## src/rtl/nn_result_fifo_if.sv

```systemverilog
// ---------------------------------------------------------------------------
// nn_result_fifo_if
// Handshake/bus bundle between the network output stage, the result FIFO and
// the firmware read port.
//   Producer side : nn_result, nn_ready, threshold
//   Consumer side : pop, clr_ovf (in); rd_data, rd_class, empty, full,
//                   count, overflow (out)
// Optional macro NN_RESULT_TIMESTAMP_EN adds rd_tstamp[15:0] (head entry
// capture time).
// Modports: slave = FIFO view, master = driver/firmware view.
// ---------------------------------------------------------------------------
interface nn_result_fifo_if #(
    parameter int DEPTH = 8,
    parameter int W     = 32
);
    logic [W-1:0]            nn_result;
    logic                    nn_ready;
    logic [W-1:0]            threshold;
    logic                    pop;
    logic                    clr_ovf;
    logic [W-1:0]            rd_data;
    logic                    rd_class;
    logic                    empty;
    logic                    full;
    logic [$clog2(DEPTH):0]  count;
    logic                    overflow;
`ifdef NN_RESULT_TIMESTAMP_EN
    logic [15:0]             rd_tstamp;

    modport slave (
        input  nn_result, nn_ready, threshold, pop, clr_ovf,
        output rd_data, rd_class, empty, full, count, overflow, rd_tstamp
    );
    modport master (
        output nn_result, nn_ready, threshold, pop, clr_ovf,
        input  rd_data, rd_class, empty, full, count, overflow, rd_tstamp
    );
`else
    modport slave (
        input  nn_result, nn_ready, threshold, pop, clr_ovf,
        output rd_data, rd_class, empty, full, count, overflow
    );
    modport master (
        output nn_result, nn_ready, threshold, pop, clr_ovf,
        input  rd_data, rd_class, empty, full, count, overflow
    );
`endif
endinterface

```

## src/rtl/nn_result_fifo.sv

```systemverilog
// ---------------------------------------------------------------------------
// nn_result_fifo
// Capture stage behind the network output sigmoid. Each rising edge of
// nn_ready pushes {class, nn_result} into a first-word-fall-through FIFO,
// where class = (nn_result >= threshold) under IEEE ordering (NaN -> 0).
// Firmware drains entries with pop; dropped results set a sticky overflow.
// Ports:
//   clk  : system clock
//   rst  : asynchronous reset, active-high
//   bus  : nn_result_fifo_if.slave (see interface file for signal list)
// Optional macro NN_RESULT_TIMESTAMP_EN: free-running 16-bit cycle counter
// stored per entry and presented on bus.rd_tstamp.
// ---------------------------------------------------------------------------
module nn_result_fifo #(
    parameter int DEPTH      = 8,
    parameter int exp_width  = 8,
    parameter int mant_width = 24
) (
    input  logic                 clk,
    input  logic                 rst,
    nn_result_fifo_if.slave      bus
);
    localparam int W  = exp_width + mant_width;
    localparam int FW = mant_width - 1;        // stored fraction bits
    localparam int AW = $clog2(DEPTH);
    localparam int CW = AW + 1;
`ifdef NN_RESULT_TIMESTAMP_EN
    localparam int EW = W + 1 + 16;
`else
    localparam int EW = W + 1;
`endif

    logic [EW-1:0] r_mem [DEPTH];
    logic          r_ready_d;
    logic [AW-1:0] r_wr_ptr;
    logic [AW-1:0] r_rd_ptr;
    logic [CW-1:0] r_count;
    logic          r_overflow;
    logic          r_empty;
    logic          r_full;

    logic          w_push_req;
    logic          w_pop_ok;
    logic          w_push_ok;
    logic          w_drop;
    logic          w_class;
    logic [CW-1:0] w_count_next;
    logic [EW-1:0] w_head;
    logic [EW-1:0] w_entry;

    // ---------------- classification (IEEE >=) ----------------
    logic             w_a_sign, w_b_sign, w_a_nan, w_b_nan, w_both_zero;
    logic [W-2:0]     w_a_mag, w_b_mag;

    assign w_a_sign    = bus.nn_result[W-1];
    assign w_b_sign    = bus.threshold[W-1];
    assign w_a_mag     = bus.nn_result[W-2:0];
    assign w_b_mag     = bus.threshold[W-2:0];
    assign w_a_nan     = (&bus.nn_result[W-2 -: exp_width]) && (|bus.nn_result[FW-1:0]);
    assign w_b_nan     = (&bus.threshold[W-2 -: exp_width]) && (|bus.threshold[FW-1:0]);
    // +0 and -0 compare equal regardless of sign bits
    assign w_both_zero = (w_a_mag == '0) && (w_b_mag == '0);

    always_comb begin
        w_class = 1'b0;
        if (w_a_nan || w_b_nan)
            w_class = 1'b0;
        else if (w_both_zero)
            w_class = 1'b1;
        else if (!w_a_sign && !w_b_sign)
            w_class = (w_a_mag >= w_b_mag);
        else if (!w_a_sign && w_b_sign)
            w_class = 1'b1;
        else if (w_a_sign && !w_b_sign)
            w_class = 1'b0;
        else
            w_class = (w_a_mag <= w_b_mag);   // both negative: reversed
    end

    // ---------------- push / pop arbitration ----------------
    assign w_push_req = bus.nn_ready & ~r_ready_d;
    assign w_pop_ok   = bus.pop & ~r_empty;
    // When full, a same-cycle pop frees the slot being written.
    assign w_push_ok  = w_push_req & (~r_full | w_pop_ok);
    assign w_drop     = w_push_req & r_full & ~w_pop_ok;

    always_comb begin
        w_count_next = r_count;
        if (w_push_ok && !w_pop_ok)
            w_count_next = r_count + 1'b1;
        else if (w_pop_ok && !w_push_ok)
            w_count_next = r_count - 1'b1;
    end

`ifdef NN_RESULT_TIMESTAMP_EN
    logic [15:0] r_tstamp;

    always_ff @(posedge clk or posedge rst) begin
        if (rst)
            r_tstamp <= '0;
        else
            r_tstamp <= r_tstamp + 16'd1;
    end

    assign w_entry       = {r_tstamp, w_class, bus.nn_result};
    assign bus.rd_tstamp = r_empty ? 16'd0 : w_head[W+16:W+1];
`else
    assign w_entry = {w_class, bus.nn_result};
`endif

    // ---------------- control state ----------------
    always_ff @(posedge clk or posedge rst) begin
        if (rst) begin
            r_ready_d  <= 1'b0;
            r_wr_ptr   <= '0;
            r_rd_ptr   <= '0;
            r_count    <= '0;
            r_overflow <= 1'b0;
            r_empty    <= 1'b1;
            r_full     <= 1'b0;
        end else begin
            r_ready_d <= bus.nn_ready;
            if (w_push_ok)
                r_wr_ptr <= r_wr_ptr + 1'b1;
            if (w_pop_ok)
                r_rd_ptr <= r_rd_ptr + 1'b1;
            r_count <= w_count_next;
            r_empty <= (w_count_next == '0);
            r_full  <= (w_count_next == CW'(DEPTH));
            // set has priority over clear
            if (w_drop)
                r_overflow <= 1'b1;
            else if (bus.clr_ovf)
                r_overflow <= 1'b0;
        end
    end

    // Storage is not reset; reads are masked while empty.
    always_ff @(posedge clk) begin
        if (w_push_ok)
            r_mem[r_wr_ptr] <= w_entry;
    end

    assign w_head = r_mem[r_rd_ptr];

    assign bus.rd_data  = r_empty ? '0   : w_head[W-1:0];
    assign bus.rd_class = r_empty ? 1'b0 : w_head[W];
    assign bus.empty    = r_empty;
    assign bus.full     = r_full;
    assign bus.count    = r_count;
    assign bus.overflow = r_overflow;

endmodule

```

## src/flat_wrapper.sv

```systemverilog
// flat-port wrapper written by rule: the top's interface ports become plain ports
module nn_result_fifo_flat 
#(
    parameter int DEPTH      = 8,
    parameter int exp_width  = 8,
    parameter int mant_width = 24
)
  (clk, rst, bus_nn_result, bus_nn_ready, bus_threshold, bus_pop, bus_clr_ovf, bus_rd_data, bus_rd_class, bus_empty, bus_full, bus_count, bus_overflow);
  nn_result_fifo_if #(.DEPTH(DEPTH), .W(32)) bus_i ();
  input  logic clk;
  input  logic rst;
  input wire logic [$bits(bus_i.nn_result)-1:0] bus_nn_result;
  input wire logic [$bits(bus_i.nn_ready)-1:0] bus_nn_ready;
  input wire logic [$bits(bus_i.threshold)-1:0] bus_threshold;
  input wire logic [$bits(bus_i.pop)-1:0] bus_pop;
  input wire logic [$bits(bus_i.clr_ovf)-1:0] bus_clr_ovf;
  output wire logic [$bits(bus_i.rd_data)-1:0] bus_rd_data;
  output wire logic [$bits(bus_i.rd_class)-1:0] bus_rd_class;
  output wire logic [$bits(bus_i.empty)-1:0] bus_empty;
  output wire logic [$bits(bus_i.full)-1:0] bus_full;
  output wire logic [$bits(bus_i.count)-1:0] bus_count;
  output wire logic [$bits(bus_i.overflow)-1:0] bus_overflow;
  assign bus_i.nn_result = bus_nn_result;
  assign bus_i.nn_ready = bus_nn_ready;
  assign bus_i.threshold = bus_threshold;
  assign bus_i.pop = bus_pop;
  assign bus_i.clr_ovf = bus_clr_ovf;
  assign bus_rd_data = bus_i.rd_data;
  assign bus_rd_class = bus_i.rd_class;
  assign bus_empty = bus_i.empty;
  assign bus_full = bus_i.full;
  assign bus_count = bus_i.count;
  assign bus_overflow = bus_i.overflow;
  nn_result_fifo #(.DEPTH(DEPTH), .exp_width(exp_width), .mant_width(mant_width)) u_core (.clk(clk), .rst(rst), .bus(bus_i));
endmodule
```

## config.mk

```make
export PLATFORM = sky130hd
export DESIGN_NAME = nn_result_fifo_flat
export DESIGN_NICKNAME = d
export VERILOG_FILES = /design/src/rtl/nn_result_fifo_if.sv /design/src/rtl/nn_result_fifo.sv /design/src/flat_wrapper.sv
export SDC_FILE = /design/constraint.sdc
export NUM_CORES = 1
export LEC_CHECK = 0
export ABC_CLOCK_PERIOD_IN_PS = 3500
export CORE_MARGIN = 1.5
export CORE_UTILIZATION = 57
export DETAILED_ROUTE_END_ITERATION = 16
export DONT_BUFFER_PORTS = 1
export HOLD_SLACK_MARGIN = 0.06
export PLACE_DENSITY = 0.87
export REMOVE_ABC_BUFFERS = 1
export SLEW_MARGIN = 20
export SYNTH_ARGS = -nofsm -noshare
export SYNTH_HDL_FRONTEND = slang
export SYNTH_SLANG_ARGS = --single-unit
```

## constraint.sdc

```tcl
create_clock -name clk -period 3.5 [get_ports clk]
set_input_delay 0.7 -clock clk [delete_from_list [all_inputs] [get_ports clk]]
set_output_delay 0.7 -clock clk [all_outputs]
set_load 0.03 [all_outputs]
```

==> impl_metrics.tcl <==
set metrics [dict create \
    fin_crit_ps 3290 \
    setup_viol 0 \
    clockRootBuffer "clkbuf_16" \
    antenna_found_initial 1 \
    synth_top_cell_area_share_pct 67.6 \
    min_period_over_period_pct 93.9 \
    grt_use_total_pct 24.4 \
    nNetsFinal 766 \
    slowest_stage "dfrtp_4" \
    critPathMaxFanout 29 \
    peakVddDrop_mv 0.523 \
    pwr-share-seq_pct 39.8 \
    dr.pass1.iters 5 \
    async_flop_share_pct 5.04 \
    ant_nets 0 \
    clk_pin_slew_worst_paths_ps 60 \
    ys_types 46 \
    yosysMostFrequentCell "edfxtp_1" \
    ys_seq_area_share_pct 70.6 \
    worst_slew_pin_slew_ps 652 \
    fin_area_um2 13200 \
    power.internal_mw 7.23 \
    syn_area_um2 11700 \
    rsz0062_at_grt "false" \
    avgSynthCellArea_um2 18.5 \
    hp-class "input pin to asynchronous set/reset pin" \
    yosysWarnings 0 \
    cts_buffer_depth 3 \
    cp.arrival_ps 2590 \
    pwr-share-comb_pct 30.0 \
    drt_wl_total_um 25400 \
    yosys-top-cells-area "edfxtp_1 68%, mux4_2 13%, ha_1 3.7%" \
    coreArea_um2 20200 \
    fillCellCount 1289 \
    clock_skew_ps 8.61 \
    grt-ovfl-total 0 \
    grt_max_degree 69 \
    dp_slack_ps 647 \
    cap_violations 0 \
    slew_headroom_pct 56.4 \
    ctsHtreeMaxLevel 1 \
    post_cts_buffers 0 \
    netlist_instances 634 \
    placed_cells_incl_taps 902 \
    pin_count 109 \
    cts-hold-fix-buffers 0 \
    fp.dieArea_um2 21400 \
    synth_flop_cell "edfxtp_1" \
    layout_setup_ws_ps 212 \
    die_y_um 146 \
    worst_r2r_startpoint "u_core.bus.empty$_DFF_PP1_" \
    area_delta_synth_final_pct 12.4 \
    fmax_mhz 304 \
    placedInstanceArea_um2 12100 \
    cts-resized-gates 0 \
    cpPeakStageDelay_ps 820 \
    cp-startpoint "u_core.r_rd_ptr[0]$_DFFE_PP0P_" \
    drt_first_iter_violations 514 \
    synth_edf_count 264 \
    die_x_um 146 \
    numCtsBuffers 28 \
    powerDensity_nw_per_um2 823 \
    yosysTopAreaCell "edfxtp_1" \
    critPathKind "flop to output port" \
    drv_slew 0 \
    clockPowerShare_pct 30.2 \
    avgRoutedWirePerCell_um 26.7 \
    start_util_pct 58.1 \
    rows 52 \
    clkSinkCount 278 \
    via_per_inst 6.35 \
    final_util_pct 65.3 \
    cts_tree "done" \
    synth_top_cells_by_count "264 x edfxtp_1, 66 x mux4_2, 44 x nor2_1" \
    gp_congestion 0.858 \
    grt_pass1_wl_um 38700 \
    crit_chain "buf_4 -> mux4_2 -> mux2i_1 -> nor2_1" \
    switching_share_pct 33.3 \
    end_kind "output port" \
    required_ps 2800 \
    drc_errors 0 \
    status "completed" \
    portBuffers 0 \
    hpwl_um 15900 \
    clk_latency_ps 540 \
    vias 6062 \
    crit_path_start_kind "flop" \
    p_switching_mw 3.61 \
    drive_gt1_share_pct 22.1 \
    final_cells 954 \
    synth-seq-cells 278 \
    p_leak_nw 4.54 \
    n_antenna_cell 0 \
    grt_pass1_vias 6588 \
    final_hold_viol_count 0 \
]
## area by class of cell
cell class | instances | area, µm² | share of cell area (%)
sequential | 278 | 8290 | 62.9
timing repair buffer | 21 | 195 | 1.48
clock buffer | 31 | 733 | 5.57
clock inverter | 21 | 293 | 2.22
multi-input combinational | 296 | 3190 | 24.2
tap | 270 | 338 | 2.56
inverter | 37 | 139 | 1.05
## per-layer routing
| metal | part of all wire [%] | up-vias | track usage [%] | wire length (µm) |
|---|---|---|---|---|
| met2 | 51 | 305 | 42.3 | 12900 |
| met3 | 9.4 | 75 | 7.03 | 2400 |
| met5 | 0.20 | - | 0 | 50 |
| li1 | - | 2597 | - | - |
| met4 | 3.6 | 2 | 8.89 | 920 |
| met1 | 36 | 3083 | 29.2 | 9200 |
## critical path: cells and delay by family, from the launching register on
family        cells  cell delay, ps
buf+inv           1             310
flops             1             820
mux               2             700
simple gates      1             190
## through the flow
| stage | power [mW] | hold slack [ps] | TNS (ps) |
|---|---|---|---|
| 2_1_floorplan | 6.99 | 480 | -60020 |
| 3_3_place_gp | 7.54 | 497 | 0 |
| 3_5_place_dp | 7.65 | 527 | 0 |
| 4_1_cts | 10.9 | 116 | 0 |
| 5_1_grt | 11.2 | 147 | 0 |
| 6_report | 10.8 | 100 | 0 |
## registers in the layout, summed over array words and instances, names as in the netlist
register / flops
u_core.bus.count: 4
u_core.r_rd_ptr: 3
u_core.r_mem: 264
u_core.r_ready_d: 1
u_core.r_wr_ptr: 3
u_core.bus.empty: 1
u_core.bus.overflow: 1
u_core.bus.full: 1
## placed cells by master, fill, tap and decap left out, types with 4 or more instances in the layout
cell type  count
a21o_1         4
a21oi_1       13
buf_4         18
bufinv_16      7
clkbuf_16     29
clkinv_1       5
dfrtp_1       10
edfxtp_1     264
ha_1          35
inv_1         37
mux2i_1       33
mux4_2        66
nand2_1       19
nand2b_1       7
nand4_1        9
nor2_1        38
nor2_2         6
nor3_1         4
nor4_1        16
o21ai_0        8
xnor2_1        6
## path summary, 6_finish.rpt
kind	end	slack, ps	cells after the start
max	bus_rd_data[27]	210	4
min	u_core.bus.count[0]$_DFF_PP0_	100	1
max reg2reg	u_core.r_mem[1][26]$_DFFE_PP_	1020	5
min reg2reg	u_core.r_wr_ptr[0]$_DFFE_PP0P_	540	1
max in group asynchronous	u_core.r_rd_ptr[0]$_DFFE_PP0P_	2980	1
min in group clk	u_core.r_ready_d$_DFF_PP0_	190	0
## power by group through the flow
stage / sequential [mW] / clock, mW / combinational (mW)
floorplan: 4.59 / 0 / 2.41
global placement: 4.36 / 0 / 3.19
detailed placement: 4.39 / 0 / 3.26
CTS: 4.33 / 3.30 / 3.29
global route: 4.36 / 3.43 / 3.44
finish: 4.32 / 3.28 / 3.25
## logic make-up after synthesis
group                    Yosys count  synth area share, %
flip-flops                       278                 70.6
AND/OR/NAND/NOR                  114                 4.89
multiplexers                     101                 15.7
buffers and inverters             60                 2.35
AO/OA/AOI/OAI                     39                 2.12
adder cells (fa/ha/maj)           35                 3.74
XOR/XNOR                           7                0.523
(Power assumes the default switching activity.)
